### src/rtl/bp_piton_l15_pkg.sv
// Shared definitions for the BlackParrot <-> OpenPiton L1.5 return path.
//   bp_l15_returntype_e : L1.5 return packet types consumed on the BP side
//   bp_l15_return_s     : one buffered return packet (type, NC flag, data,
//                         invalidation target/index/way)
//   bp_l15_dec_state_e  : return decoder dispatch states
package bp_piton_l15_pkg;

   localparam int l15_data_width_gp       = 256;
   localparam int l15_inval_addr_width_gp = 12;
   localparam int l15_inval_way_width_gp  = 2;

   typedef enum logic [3:0] {
      e_load_ret  = 4'b0000,
      e_ifill_ret = 4'b0001,
      e_evict_req = 4'b0011,
      e_st_ack    = 4'b0100,
      e_at_ret    = 4'b0101
   } bp_l15_returntype_e;

   // The type field is kept as raw bits so that undefined encodings survive
   // buffering and can be flagged as errors when they reach the head.
   typedef struct packed {
      logic [3:0]                          returntype;
      logic                                nc;
      logic [l15_data_width_gp-1:0]        data;
      logic                                inval_icache;
      logic                                inval_dcache;
      logic [l15_inval_addr_width_gp-1:0]  inval_addr;
      logic [l15_inval_way_width_gp-1:0]   inval_way;
   } bp_l15_return_s;

   typedef enum logic [1:0] {
      e_idle,
      e_dispatch,
      e_inval,
      e_ack
   } bp_l15_dec_state_e;

endpackage

### src/rtl/bsg_two_fifo.sv
// Two-entry ready/valid FIFO with a registered head.
//   clk_i, reset_n_i : clock, asynchronous active-low reset
//   v_i, data_i      : enqueue side; accepted when ready_o is high
//   ready_o          : FIFO not full (registered, independent of yumi_i)
//   v_o, data_o      : head entry
//   yumi_i           : consumer takes the head this cycle
module bsg_two_fifo #(
   parameter int width_p = 1
) (
   input  logic               clk_i,
   input  logic               reset_n_i,
   input  logic               v_i,
   input  logic [width_p-1:0] data_i,
   output logic               ready_o,
   output logic               v_o,
   output logic [width_p-1:0] data_o,
   input  logic               yumi_i
);

   logic [width_p-1:0] mem_r [2];
   logic               rd_ptr_r;
   logic               wr_ptr_r;
   logic               full_r;
   logic               empty_r;
   logic               enq;
   logic               deq;

   assign enq = v_i & ~full_r;
   assign deq = yumi_i & ~empty_r;

   // NOTE: state registers use non-blocking assignments so every flop samples
   // the pre-edge values of its neighbours, independent of statement order.
   always_ff @(posedge clk_i or negedge reset_n_i) begin
      if (!reset_n_i) begin
         rd_ptr_r <= 1'b0;
         wr_ptr_r <= 1'b0;
         full_r   <= 1'b0;
         empty_r  <= 1'b1;
      end else begin
         if (enq) wr_ptr_r <= ~wr_ptr_r;
         if (deq) rd_ptr_r <= ~rd_ptr_r;
         if (enq & ~deq) begin
            empty_r <= 1'b0;
            full_r  <= (~wr_ptr_r == rd_ptr_r);
         end else if (deq & ~enq) begin
            full_r  <= 1'b0;
            empty_r <= (~rd_ptr_r == wr_ptr_r);
         end
      end
   end

   // NOTE: the storage array has no reset; its contents are only observed
   // behind v_o, so clearing it would buy nothing but reset fan-out.
   always_ff @(posedge clk_i) begin
      if (enq) mem_r[wr_ptr_r] <= data_i;
   end

   assign ready_o = ~full_r;
   assign v_o     = ~empty_r;
   assign data_o  = mem_r[rd_ptr_r];

endmodule

### src/rtl/bp_piton_l15_return_decoder.sv
// Turns OpenPiton L1.5 return packets into BlackParrot cache events.
//   clk_i, reset_n_i          : clock, asynchronous active-low reset
//   l15_*_i, l15_ack_o        : L1.5 return channel (valid/ack)
//   dfill_*                   : D$ load/atomic fill (valid/ready)
//   ifill_*                   : I$ fill (valid/ready)
//   inval_*                   : coherence invalidation command (valid/ready)
//   st_sent_i                 : one write-through store issued this cycle
//   st_ready_o, st_empty_o    : store credit available / no stores in flight
//   err_o                     : one-cycle pulse on a protocol error
module bp_piton_l15_return_decoder
   import bp_piton_l15_pkg::*;
#(
   parameter int icache_fill_width_p = 256,
   parameter int dcache_fill_width_p = 128,
   parameter int st_credits_p        = 8
) (
   input  logic                           clk_i,
   input  logic                           reset_n_i,
   input  logic                           l15_val_i,
   input  logic [3:0]                     l15_returntype_i,
   input  logic                           l15_noncacheable_i,
   input  logic [l15_data_width_gp-1:0]   l15_data_i,
   input  logic                           l15_inval_icache_i,
   input  logic                           l15_inval_dcache_i,
   input  logic [11:0]                    l15_inval_addr_15_4_i,
   input  logic [1:0]                     l15_inval_way_i,
   output logic                           l15_ack_o,
   output logic                           dfill_v_o,
   output logic [dcache_fill_width_p-1:0] dfill_data_o,
   output logic                           dfill_nc_o,
   output logic                           dfill_amo_o,
   input  logic                           dfill_ready_and_i,
   output logic                           ifill_v_o,
   output logic [icache_fill_width_p-1:0] ifill_data_o,
   input  logic                           ifill_ready_and_i,
   output logic                           inval_v_o,
   output logic                           inval_icache_o,
   output logic                           inval_dcache_o,
   output logic [11:0]                    inval_addr_o,
   output logic [1:0]                     inval_way_o,
   input  logic                           inval_ready_and_i,
   input  logic                           st_sent_i,
   output logic                           st_ready_o,
   output logic                           st_empty_o,
   output logic                           err_o
);

   localparam int packet_width_lp = $bits(bp_l15_return_s);
   localparam int count_width_lp  = $clog2(st_credits_p + 1);
   localparam logic [count_width_lp-1:0] credits_lp = count_width_lp'(st_credits_p);

   // ---------------- input buffer ----------------
   bp_l15_return_s               enq_pkt;
   bp_l15_return_s               head;
   logic [packet_width_lp-1:0]   head_raw;
   logic                         head_v;
   logic                         fifo_ready;
   logic                         pop;

   assign enq_pkt.returntype   = l15_returntype_i;
   assign enq_pkt.nc           = l15_noncacheable_i;
   assign enq_pkt.data         = l15_data_i;
   assign enq_pkt.inval_icache = l15_inval_icache_i;
   assign enq_pkt.inval_dcache = l15_inval_dcache_i;
   assign enq_pkt.inval_addr   = l15_inval_addr_15_4_i;
   assign enq_pkt.inval_way    = l15_inval_way_i;

   // Acceptance looks only at the registered full flag, never at this
   // cycle's pop, to keep the ack off the consumer-ready paths.
   assign l15_ack_o = l15_val_i & fifo_ready;

   bsg_two_fifo #(
      .width_p (packet_width_lp)
   ) input_fifo (
      .clk_i     (clk_i),
      .reset_n_i (reset_n_i),
      .v_i       (l15_val_i),
      .data_i    (enq_pkt),
      .ready_o   (fifo_ready),
      .v_o       (head_v),
      .data_o    (head_raw),
      .yumi_i    (pop)
   );

   assign head = bp_l15_return_s'(head_raw);

   // ---------------- dispatch FSM ----------------
   bp_l15_dec_state_e state_r;
   bp_l15_dec_state_e state_n;
   logic              dfill_v;
   logic              ifill_v;
   logic              inval_v;
   logic              st_ack_pop;
   logic              type_err;

   always_ff @(posedge clk_i or negedge reset_n_i) begin
      if (!reset_n_i) state_r <= e_idle;
      else            state_r <= state_n;
   end

   // NOTE: every signal written here gets a default first, so no path through
   // the case statement can leave one unassigned and infer a latch.
   always_comb begin
      state_n    = state_r;
      pop        = 1'b0;
      dfill_v    = 1'b0;
      ifill_v    = 1'b0;
      inval_v    = 1'b0;
      st_ack_pop = 1'b0;
      type_err   = 1'b0;

      case (state_r)
         // A head that lands while idle is decoded in the same cycle, giving
         // one cycle from L1.5 accept to fill valid.
         e_idle, e_dispatch: begin
            if (!head_v) begin
               state_n = e_idle;
            end else begin
               state_n = e_dispatch;
               case (head.returntype)
                  e_load_ret, e_at_ret: begin
                     dfill_v = 1'b1;
                     pop     = dfill_ready_and_i;
                  end
                  e_ifill_ret: begin
                     ifill_v = 1'b1;
                     pop     = ifill_ready_and_i;
                  end
                  e_evict_req: state_n = e_inval;
                  e_st_ack: state_n = (head.inval_icache | head.inval_dcache) ? e_inval : e_ack;
                  default: begin
                     pop      = 1'b1;
                     type_err = 1'b1;
                  end
               endcase
            end
         end
         e_inval: begin
            inval_v = 1'b1;
            if (inval_ready_and_i) begin
               // A store ack carrying an invalidation still has to return
               // its credit before it leaves the FIFO.
               if (head.returntype == e_st_ack) state_n = e_ack;
               else                             pop     = 1'b1;
            end
         end
         e_ack: begin
            pop        = 1'b1;
            st_ack_pop = 1'b1;
         end
         default: state_n = e_idle;
      endcase

      // After a pop the FIFO still holds a packet if it was full or one is
      // being pushed in this same cycle.
      if (pop) state_n = (~fifo_ready | l15_ack_o) ? e_dispatch : e_idle;
   end

   // ---------------- store credit counter ----------------
   logic [count_width_lp-1:0] st_count_r;
   logic                      st_inc;
   logic                      st_dec;

   assign st_ready_o = (st_count_r < credits_lp);
   assign st_empty_o = (st_count_r == '0);
   assign st_dec     = st_ack_pop & ~st_empty_o;
   // A store issued in the cycle an ack returns a credit takes that credit
   // directly, so it is legal even at the credit limit.
   assign st_inc     = st_sent_i & (st_ready_o | st_dec);

   always_ff @(posedge clk_i or negedge reset_n_i) begin
      if (!reset_n_i)            st_count_r <= '0;
      else if (st_inc & ~st_dec) st_count_r <= st_count_r + count_width_lp'(1);
      else if (st_dec & ~st_inc) st_count_r <= st_count_r - count_width_lp'(1);
   end

   assign err_o = type_err | (st_ack_pop & st_empty_o) | (st_sent_i & ~st_inc);

   // ---------------- outputs ----------------
   // Payloads are zeroed when not valid so they read 0 out of reset.
   assign dfill_v_o      = dfill_v;
   assign dfill_data_o   = dfill_v ? head.data[dcache_fill_width_p-1:0] : '0;
   assign dfill_nc_o     = dfill_v & head.nc;
   assign dfill_amo_o    = dfill_v & (head.returntype == e_at_ret);
   assign ifill_v_o      = ifill_v;
   assign ifill_data_o   = ifill_v ? head.data[icache_fill_width_p-1:0] : '0;
   assign inval_v_o      = inval_v;
   assign inval_icache_o = inval_v & head.inval_icache;
   assign inval_dcache_o = inval_v & head.inval_dcache;
   assign inval_addr_o   = inval_v ? head.inval_addr : '0;
   assign inval_way_o    = inval_v ? head.inval_way : '0;

endmodule

### config.mk
export PLATFORM = sky130hd
export DESIGN_NAME = bp_piton_l15_return_decoder
export DESIGN_NICKNAME = d
export VERILOG_FILES = /design/src/rtl/bp_piton_l15_pkg.sv /design/src/rtl/bsg_two_fifo.sv /design/src/rtl/bp_piton_l15_return_decoder.sv
export SDC_FILE = /design/constraint.sdc
export NUM_CORES = 1
export LEC_CHECK = 0
export ABC_AREA = 1
export CAP_MARGIN = 20
export CORE_AREA = 4 4 264 266
export DETAILED_ROUTE_END_ITERATION = 10
export DIE_AREA = 0 0 268 270
export DONT_BUFFER_PORTS = 1
export PLACE_DENSITY = 0.51
export SLEW_MARGIN = 20
export SYNTH_ARGS = -nofsm -noshare
export SYNTH_HDL_FRONTEND = slang
export SYNTH_SLANG_ARGS = --single-unit
### constraint.sdc
create_clock -name clk_i -period 14.4 [get_ports clk_i]
set_input_delay 0.72 -clock clk_i [delete_from_list [all_inputs] [get_ports clk_i]]
set_output_delay 0.72 -clock clk_i [all_outputs]
set_load 0.01 [all_outputs]
### Word level (Yosys, flattened, before mapping)

Memory sizes are Yosys's and may differ from the RTL's.
Index checks and enable logic that the tools add are counted.

* flip-flop bits (word level): 10
* RAM bits: 554
* input port bits: 284
* output and inout bits: 409
* word-level logic and storage cells: 96
* memories: 1

Memory list
* input_fifo.mem_r: words 2, width 277, rd ports 1, clocked after memory_dff 0, wr ports 1, line bsg_two_fifo.sv:20 `logic [width_p-1:0] mem_r [2];`

* $add $sub $neg: 2
* $lt $le $gt $ge: 1
* equality and inequality tests: 11
* multiplexer cells: 36
* bitwise operators: 28
* reductions and logical operators: 11

Operator list (number)
* two-way mux 256 bit: 1
* two-way mux 128 bit: 1
* two-way mux 1 bit: 22
* bitwise AND 1 bit: 14
* two-way mux 12 bit: 1
* two-way mux 2 bit: 5
* inverter 1 bit: 9
* == test 4 x 3 -> 1 bit, second input constant: 2
* logical NOT 4 bit: 2
* two-way mux 4 bit: 2
* case mux 2 bit (2 select lines): 2
* inequality test 3 x 2 -> 1 bit, second input constant: 2
* case mux 1 bit (3 select lines): 2
* OR reduction 2 bit: 3
* bitwise OR 1 bit: 5
* OR reduction 5 bit: 1
* adder 4 x 1 -> 4 bit, second input constant: 1
* == test 2 bit, second input constant: 2
* == test 4 x 1 -> 1 bit, second input constant: 1
* == test 4 x 2 -> 1 bit, second input constant: 1
* < comparator 4 bit, second input constant: 1
* nonzero test 2 bit: 2
* subtractor 4 x 1 -> 4 bit, second input constant: 1
* AND reduction 3 bit: 1
* 4 further kinds: 5

### Logic depth before layout (Yosys ltp)

Gate-level depths: netlist of run 1.
An unclocked memory read counts as a cell.

* depth in word-level cells: 10
* gate-level depth with buffers: 17
* mapped depth without buffers: 16

### Hierarchy

From an unflattened synthesis of run 1, not the netlist that was laid out.

* cell total of the unflattened synthesis: 2280
* area total of the unflattened synthesis: 24594.8 µm²

Modules (own cells, without submodules)
* bsg_two_fifo: instances 1, cells each 1473, area each 20454.6 µm², seq. area each 16737.3 µm²
* bp_piton_l15_return_decoder: instances 1, cells each 807, area each 4140.2 µm², seq. area each 150.1 µm²

### Least setup slack after synthesis of run 1

No wires, ideal clock.

* path kind: in2reg
* start point: in l15_val_i
* end point: mem input_fifo.mem_r[0][0] (netlist bit), enable pin
* library setup time: 0.920 ns
* data arrival time: 12.298 ns
* required time: 13.480 ns
* path slack: 1.182 ns
* stages: 2
* buffers on the path: 0
* cell sequence: nand2_1 nor2_1

* cells in the longest elaborated chain, start to end: 3

Ends and longest elaborated chain
* start: declaration: line bp_piton_l15_return_decoder.sv:19 `input logic l15_val_i,`
* bitwise AND 1 bit: line bsg_two_fifo.sv:28 `assign enq = v_i & ~full_r;`
* two-way mux 1 bit: line bsg_two_fifo.sv:55 `if (enq) mem_r[wr_ptr_r] <= data_i;`
* two-way mux 1 bit (implied by the code): line bsg_two_fifo.sv:55
* end: declaration: line bsg_two_fifo.sv:20

Every way passes these cells.

### Worst setup path in the final report of run 1

* start point: reg input_fifo.rd_ptr_r
* end point: out ifill_data_o[202]

* cells in the longest elaborated chain, start to end: 6

Ends and longest elaborated chain
* start: declaration: line bsg_two_fifo.sv:21 `logic rd_ptr_r;`
* start signal: assignment: line bsg_two_fifo.sv:41 `if (deq) rd_ptr_r <= ~rd_ptr_r;`
* memory read (2 x 277 bit)
* == test 4 x 1 -> 1 bit: line bp_piton_l15_return_decoder.sv:120 `case (head.returntype)`
* two-way mux 1 bit: line bp_piton_l15_return_decoder.sv:120
* two-way mux 1 bit: line bp_piton_l15_return_decoder.sv:116 `if (!head_v) begin`
* two-way mux 1 bit: line bp_piton_l15_return_decoder.sv:112 `case (state_r)`
* net ifill_v_o: line bp_piton_l15_return_decoder.sv:33 `output logic ifill_v_o,`
* two-way mux 256 bit: line bp_piton_l15_return_decoder.sv:186 `assign ifill_data_o = ifill_v ? head.data[icache_fill_width_p-1:0] : '0;`
* end: declaration: line bp_piton_l15_return_decoder.sv:34 `output logic [icache_fill_width_p-1:0] ifill_data_o,`

The timed path passes the listed nets, and every way through them passes these cells.

==> out/summary.txt, run 1 <==
maximum capacitance violations - 0
HP Class - in2reg
Final HPWL DP - 41000 um
Combinational Power Share - 0.011
Die Ht - 270 um
Worst Max-Slew Pin Slew - 1.12 ns
synthesized area per cell - 13.9 um2
reg-to-reg critical path startpoint - input_fifo.full_r
most frequent cells in the layout - edfxtp_1, nand2_1, nor2_1
Fill cells - 6332
largest net degree at the start of global routing - 176
switching share of power - 0.189
post_cts resized - 0
worst path arrival time - 4.25 ns
H-tree Lvls - 2
share of cells above drive strength 1 - 0.0834
WHS Path Cells - 0
Finished Layout Cells - 2496
crit path capture type - primary output
Layout Nets - 1865
busiest grt layer - met2
routed via count - 12.2k
Final period util - 0.345
sequential cell fraction of total power - 0.546
DR vias/cell - 4.90
Area Overhead vs Synth - 12.0%
Root Buffer - clkbuf_16
status - finished, final reports clean
Clock Sinks - 564
gr ovfl total - 0
WL/cell - 23.8 um
Post-Place Cells - 2387
number of DRC markers in iteration 0 - 898
hold_buf cts - 1
GR Util met1 - 0.161
WL final - 59400 um
post-synth cell types - 32
clock share of power - 0.442
Synth Cell Area - 0.0221 mm2
number of global-route vias before repair - 12.2k
placed inst area - 0.0229 mm2
Worst setup SP type - register
Fin. Hold Viols - 0
Fmax - 0.201 GHz
die area - 0.0724 mm2
Clk Latency, worst-skew pair - 0.60 ns
Slew Limit Fails - 0
Cell Int Power - 2.70 mW
P_leak - 8.07 nW
RSZ-0062 raised after global routing - false
yosys warns - 0
Register Area - 0.0169 mm2
Clk pin slew, worst setup/hold paths - 0.07 ns
gpl congestion - 0.794
GRT Util Overall - 0.155
PwrDens - 134 mW/mm2
Routed Antenna Nets - 0
CP startpoint - input_fifo.rd_ptr_r
synth top area cells - edfxtp_1, mux2i_1, nand2_1, nor2_1, a21oi_1
DRC viols - 0
Multi-input gate area - 0.00468 mm2
WS Path Type - reg2out
crit-path max FO - 175
top cell type by total area after synthesis - edfxtp_1
commonest non-fill, non-tap cell in the layout - edfxtp_1
CTS buffer count - 58
Global Route met2 Usage - 0.273
#FFs+latches synth - 564
P_sw - 0.627 mW
Seq/Total Area, Yosys - 0.763
hold_sp - l15_data_i[133]
Pwr Total - 3.32 mW
core area - 0.0670 mm2
slew margin rel. - 0.256
post-CTS setup buffer count - 0
first-pass GRT wire length - 82900 um
Peak VDD IR - 111 uV
initial antenna violation count - 9
CTS tree - done
Final setup viols - 0
Row Count - 95
syn_nets - 1880
Mapped Cells - 1591
clock period minus worst slack - 4.97 ns
router iterations before antenna repair - 5
R2R depth - 6
WP data required - 13.68 ns
Port-buffer cells - 0
Final Instance Area - 0.0248 mm2
Starting Density - 0.330
dpl ws - 9.86 ns
worst clock skew - 0.0201 ns
post-synth top area share - 0.752
Longest Clk Path Bufs - 3
Die W - 268 um
io pins - 693
met3 usage - 0.0751
TNS Setup - 0 ns
final setup margin - 9.43 ns
==> stage by stage <==
| step | utilization | hold slack [ns] |
|---|---|---|
| floorplan | - | 0.424 |
| global placement | 0.341 | 0.425 |
| detailed placement | 0.341 | 0.425 |
| CTS | 0.369 | 0.151 |
| global route | 0.370 | 0.154 |
| finish | 0.370 | 0.215 |
==> sequential cells by signal, summed over array words and instances, names as in the netlist <==
register,count
input_fifo.wr_ptr_r,1
state_r,2
input_fifo.rd_ptr_r,1
input_fifo.empty_r,1
input_fifo.mem_r,554
st_count_r,4
input_fifo.full_r,1
==> worst paths after layout <==
check | to | slack, ns
setup / recovery | ifill_data_o[202] | 9.43
hold / removal | input_fifo.mem_r[0][149] | 0.21
setup reg to reg | input_fifo.mem_r[1][120] | 10.87
hold reg to reg | st_count_r[3] | 0.55
max in group asynchronous | input_fifo.rd_ptr_r | 13.51
min in group asynchronous | st_count_r[0] | 0.51
==> synth_stat cells (all sizes together) <==
master / count
clkbuf: 29
clkinv: 1
ha: 4
a21o: 1
dfrtp: 9
nand3: 3
o21ai: 5
or2: 1
dfstp: 1
a21boi: 1
fa: 1
inv: 22
nor4: 1
nor2: 278
nand4: 1
edfxtp: 554
nand2: 334
o211ai: 1
xor2: 3
buf: 61
xnor2: 2
a21oi: 148
mux2i: 130
==> critical path, stage by stage, from the launching register on <==
cell and delay, ns:
dfrtp_4 0.67, inv_4 0.67, nand2_1 0.11, nand2_1 0.11, nor2_1 0.06, nand2_1 0.13, nor2_2 0.11, inv_8 0.69
buf_4 0.77, a21oi_1 0.23
==> kinds of logic (layout without fill, tap and decap cells) <==
kind of cell             count (synthesis)  count (layout)  share of synthesized area
AO/OA/AOI/OAI                          156             156                     0.0407
XOR/XNOR                                 5               5                    0.00198
adder cells (fa/ha/maj)                  5               5                    0.00317
buffers and inverters                  113             141                     0.0262
flip-flops                             564             564                      0.763
multiplexers                           130             130                     0.0588
other                                    0               4                          0
AND/OR/NAND/NOR                        618             618                      0.106
==> per-layer routing <==
metal  vias up  share of wire  wire, um
met4         8          0.032      1930
met2       580           0.50     29800
met5         -        0.00093        55
met3       113           0.11      6690
li1       5561              -         -
met1      5979           0.35     20900
==> power by group through the flow <==
stage | combinational (mW) | sequential, mW | clock (mW)
floorplan | 0.0301 | 1.85 | 0
global placement | 0.0351 | 1.85 | 0
detailed placement | 0.0368 | 1.85 | 0
CTS | 0.0378 | 1.82 | 1.52
global route | 0.0430 | 1.82 | 1.59
finish | 0.0370 | 1.82 | 1.47
==> cell type report <==
class,count,share of cell area
well taps,873,0.0441
diodes,4,0.000404
inverters,23,0.00399
multi-input cells,914,0.189
clock buffers,75,0.0620
flip-flops and latches,564,0.682
clock inverters,28,0.0127
repair buffers,15,0.00646
No activity file was read; power rests on OpenSTA's default activity.
==> inputs of run 2 (changes only) <==
--- a/config.mk
+++ b/config.mk
@@ -11,7 +11,7 @@
 export DETAILED_ROUTE_END_ITERATION = 10
 export DIE_AREA = 0 0 268 270
 export DONT_BUFFER_PORTS = 1
-export PLACE_DENSITY = 0.51
+export PLACE_DENSITY = 0.52
 export SLEW_MARGIN = 20
 export SYNTH_ARGS = -nofsm -noshare
 export SYNTH_HDL_FRONTEND = slang
==> constraint.sdc (replaced) <==
create_clock -name clk_i -period 4.4 [get_ports clk_i]
set_input_delay 0.22 -clock clk_i [delete_from_list [all_inputs] [get_ports clk_i]]
set_output_delay 0.22 -clock clk_i [all_outputs]
set_load 0.01 [all_outputs]
==> out/summary.txt, run 2 (synthesized netlist as in run 1, its figures left out) <==
status - finished, final reports clean
largest net degree at the start of global routing - 132 (-25%)
CTS buffer count - 58 (unchanged)
initial antenna violation count - 10 (+1)
Final HPWL DP - 42500 um (+3.7%)
gr ovfl total - 0 (unchanged)
WS Path Type - reg2out
P_sw - 2.16 mW (+240%)
die area - 0.0724 mm2 (unchanged)
Starting Density - 0.330 (unchanged)
WL met2 - 31700 um (+6.4%)
Fin. Hold Viols - 0 (unchanged)
Row Count - 95 (unchanged)
RSZ-0062 raised after global routing - false
PwrDens - 405 mW/mm2 (+200%)
HP Class - in2reg
WP data required - 4.18 ns (-9.50 ns)
clock period minus worst slack - 3.74 ns
worst clock skew - 0.0225 ns (+0.00242 ns)
Pwr Total - 11.3 mW (+240%)
worst path cell trace - inv_4 -> nand2_1 -> nand2_1 -> nor2_2 -> nand2_1 -> nor2_2 -> inv_8 -> buf_4 -> nor2_1
CTS tree - done
crit-path max FO - 131 (-25%)
Root Buffer - clkbuf_16
WL final - 61400 um (+3.4%)
most frequent cells in the layout - edfxtp_1, nand2_1, dlygate4sd3_1
Routed Antenna Nets - 0 (unchanged)
WL/cell - 21.9 um (-8.1%)
max reg flops - 554 (unchanged)
TNS Setup - 0 ns (unchanged)
Fmax - 0.268 GHz
DRC viols - 0 (unchanged)
Peak VDD IR - 328 uV (+200%)
number of global-route vias before repair - 13.5k (+11%)
R2R depth - 11 (+5)
Clk Latency, worst-skew pair - 0.59 ns (about the same)
slew margin rel. - 0.321 (+0.0651)
Cell Int Power - 9.17 mW (+240%)
first-pass GRT wire length - 87300 um (+5.3%)
Final period util - 0.850
Die Ht - 270 um (unchanged)
io pins - 693 (unchanged)
worst path arrival time - 3.52 ns (-0.73 ns)
Combinational Power Share - 0.033 (+0.022)
Top Layer Used - met4
Slew Limit Fails - 0 (unchanged)
H-tree Lvls - 2 (unchanged)
Area Overhead vs Synth - 26.3%
Clock Sinks - 564 (unchanged)
Clk pin slew, worst setup/hold paths - 0.06 ns (about the same)
Worst setup SP type - register
crit-path max cell delay - 0.67 ns (-0.10 ns)
router iterations before antenna repair - 5 (unchanged)
Worst Max-Slew Pin Slew - 1.02 ns (-0.0977 ns)
gpl congestion - 0.801 (+0.88%)
largest registers - input_fifo.mem_r x554, st_count_r x4, state_r x2
commonest non-fill, non-tap cell in the layout - edfxtp_1
Port-buffer cells - 0 (unchanged)
Layout Nets - 2173 (+17%)
CP most frequent cell - nand2_1
slowest stage cell, crit path - buf_4
clock share of power - 0.443 (about the same)
Fin Hold WS - 0.113 ns (-0.102 ns)
post-CTS setup buffer count - 0 (unchanged)
switching share of power - 0.190 (+0.00183)
number of DRC markers in iteration 0 - 908 (+1.1%)
Post-Route M1 WL - 23300 um (+12%)
sequential cell fraction of total power - 0.524 (-0.022)
P_leak - 9.45 nW (+17%)
maximum capacitance violations - 0 (unchanged)
DR vias/cell - 4.76 (-2.9%)
Longest Clk Path Bufs - 3 (unchanged)
routed via count - 13.4k (+9.2%)
met3 WL - 4780 um (-29%)
crit path capture type - primary output
Final setup viols - 0 (unchanged)
core area - 0.0670 mm2 (unchanged)
share of cells above drive strength 1 - 0.0876 (+0.00423)
Die W - 268 um (unchanged)
Largest Register - input_fifo.mem_r
WHS Path Cells - 7 (+7)
GRT Util Overall - 0.160 (+0.00508)
==> run 2: changes by cell type in the layout (fill, tap and decap cells not counted), moves of 2 or more <==
cell	previous run	this run
buf_12	2	8
buf_4	11	32
bufinv_16	7	10
clkbuf_1	16	13
clkinv_1	11	9
clkinv_2	8	11
clkinv_4	2	0
dlygate4sd3_1	1	283
==> run 2: path summary, 6_finish.rpt <==
path	start	end	slack (ns)
worst max-delay path	input_fifo.rd_ptr_r	ifill_data_o[54]	0.66
worst min-delay path	ifill_ready_and_i	state_r[1]	0.11
worst max register to register	st_count_r[3]	st_count_r[3]	1.81
worst min register to register	st_count_r[3]	st_count_r[3]	0.55
max in group asynchronous	reset_n_i	input_fifo.rd_ptr_r	3.39
min in group asynchronous	reset_n_i	input_fifo.full_r	0.60
==> run 2: worst max-delay path, delay by kind of cell (launching register included) <==
family        cells  cell delay, ns
buf+inv           3            1.48
simple gates      6            0.68
flops             1            0.55
==> run 2: final cells by class <==
| type | count | area, um2 |
|---|---|---|
| fillers | 6114 | 39100 |
| flip-flops and latches | 564 | 16900 |
| multi-input cells | 914 | 4680 |
| repair buffers | 323 | 3230 |
| clock buffers | 72 | 1530 |
| well taps | 873 | 1090 |
| clock inverters | 33 | 422 |
| inverters | 23 | 98.8 |
| diodes | 5 | 12.5 |
==> run 2: timing repair <==
item | 4_1_cts | 5_1_grt
hold buffers | 283 | 0
hold endpoints to repair | 574 | 0
gates resized for setup | 0 | 0
==> run 2: power groups by stage <==
stage | Combinational [mW] | Clock (mW) | Sequential [mW]
after floorplan | 0.0984 | 0 | 6.05
after global placement | 0.112 | 0 | 6.05
after detailed placement | 0.118 | 0 | 6.06
after CTS | 0.381 | 5.16 | 5.94
after global routing | 0.415 | 5.39 | 5.94
final | 0.377 | 5.01 | 5.94
==> run 2: through the flow <==
stage	utilization	setup slack (ns)	area, um2	std cells
2_1_floorplan	-	-0.626	22200	1591
3_3_place_gp	0.345	1.44	23100	2412
3_5_place_dp	0.346	1.37	23200	2414
4_1_cts	0.417	0.702	27900	2802
5_1_grt	0.417	0.391	28000	2806
6_report	0.417	0.662	28000	2807
==> run 2: per-layer routing <==
metal	vias up	global-route usage
li1	6185	-
met3	91	0.0486
met1	6527	0.181
met5	-	0
met2	566	0.292
met4	0	0.0426
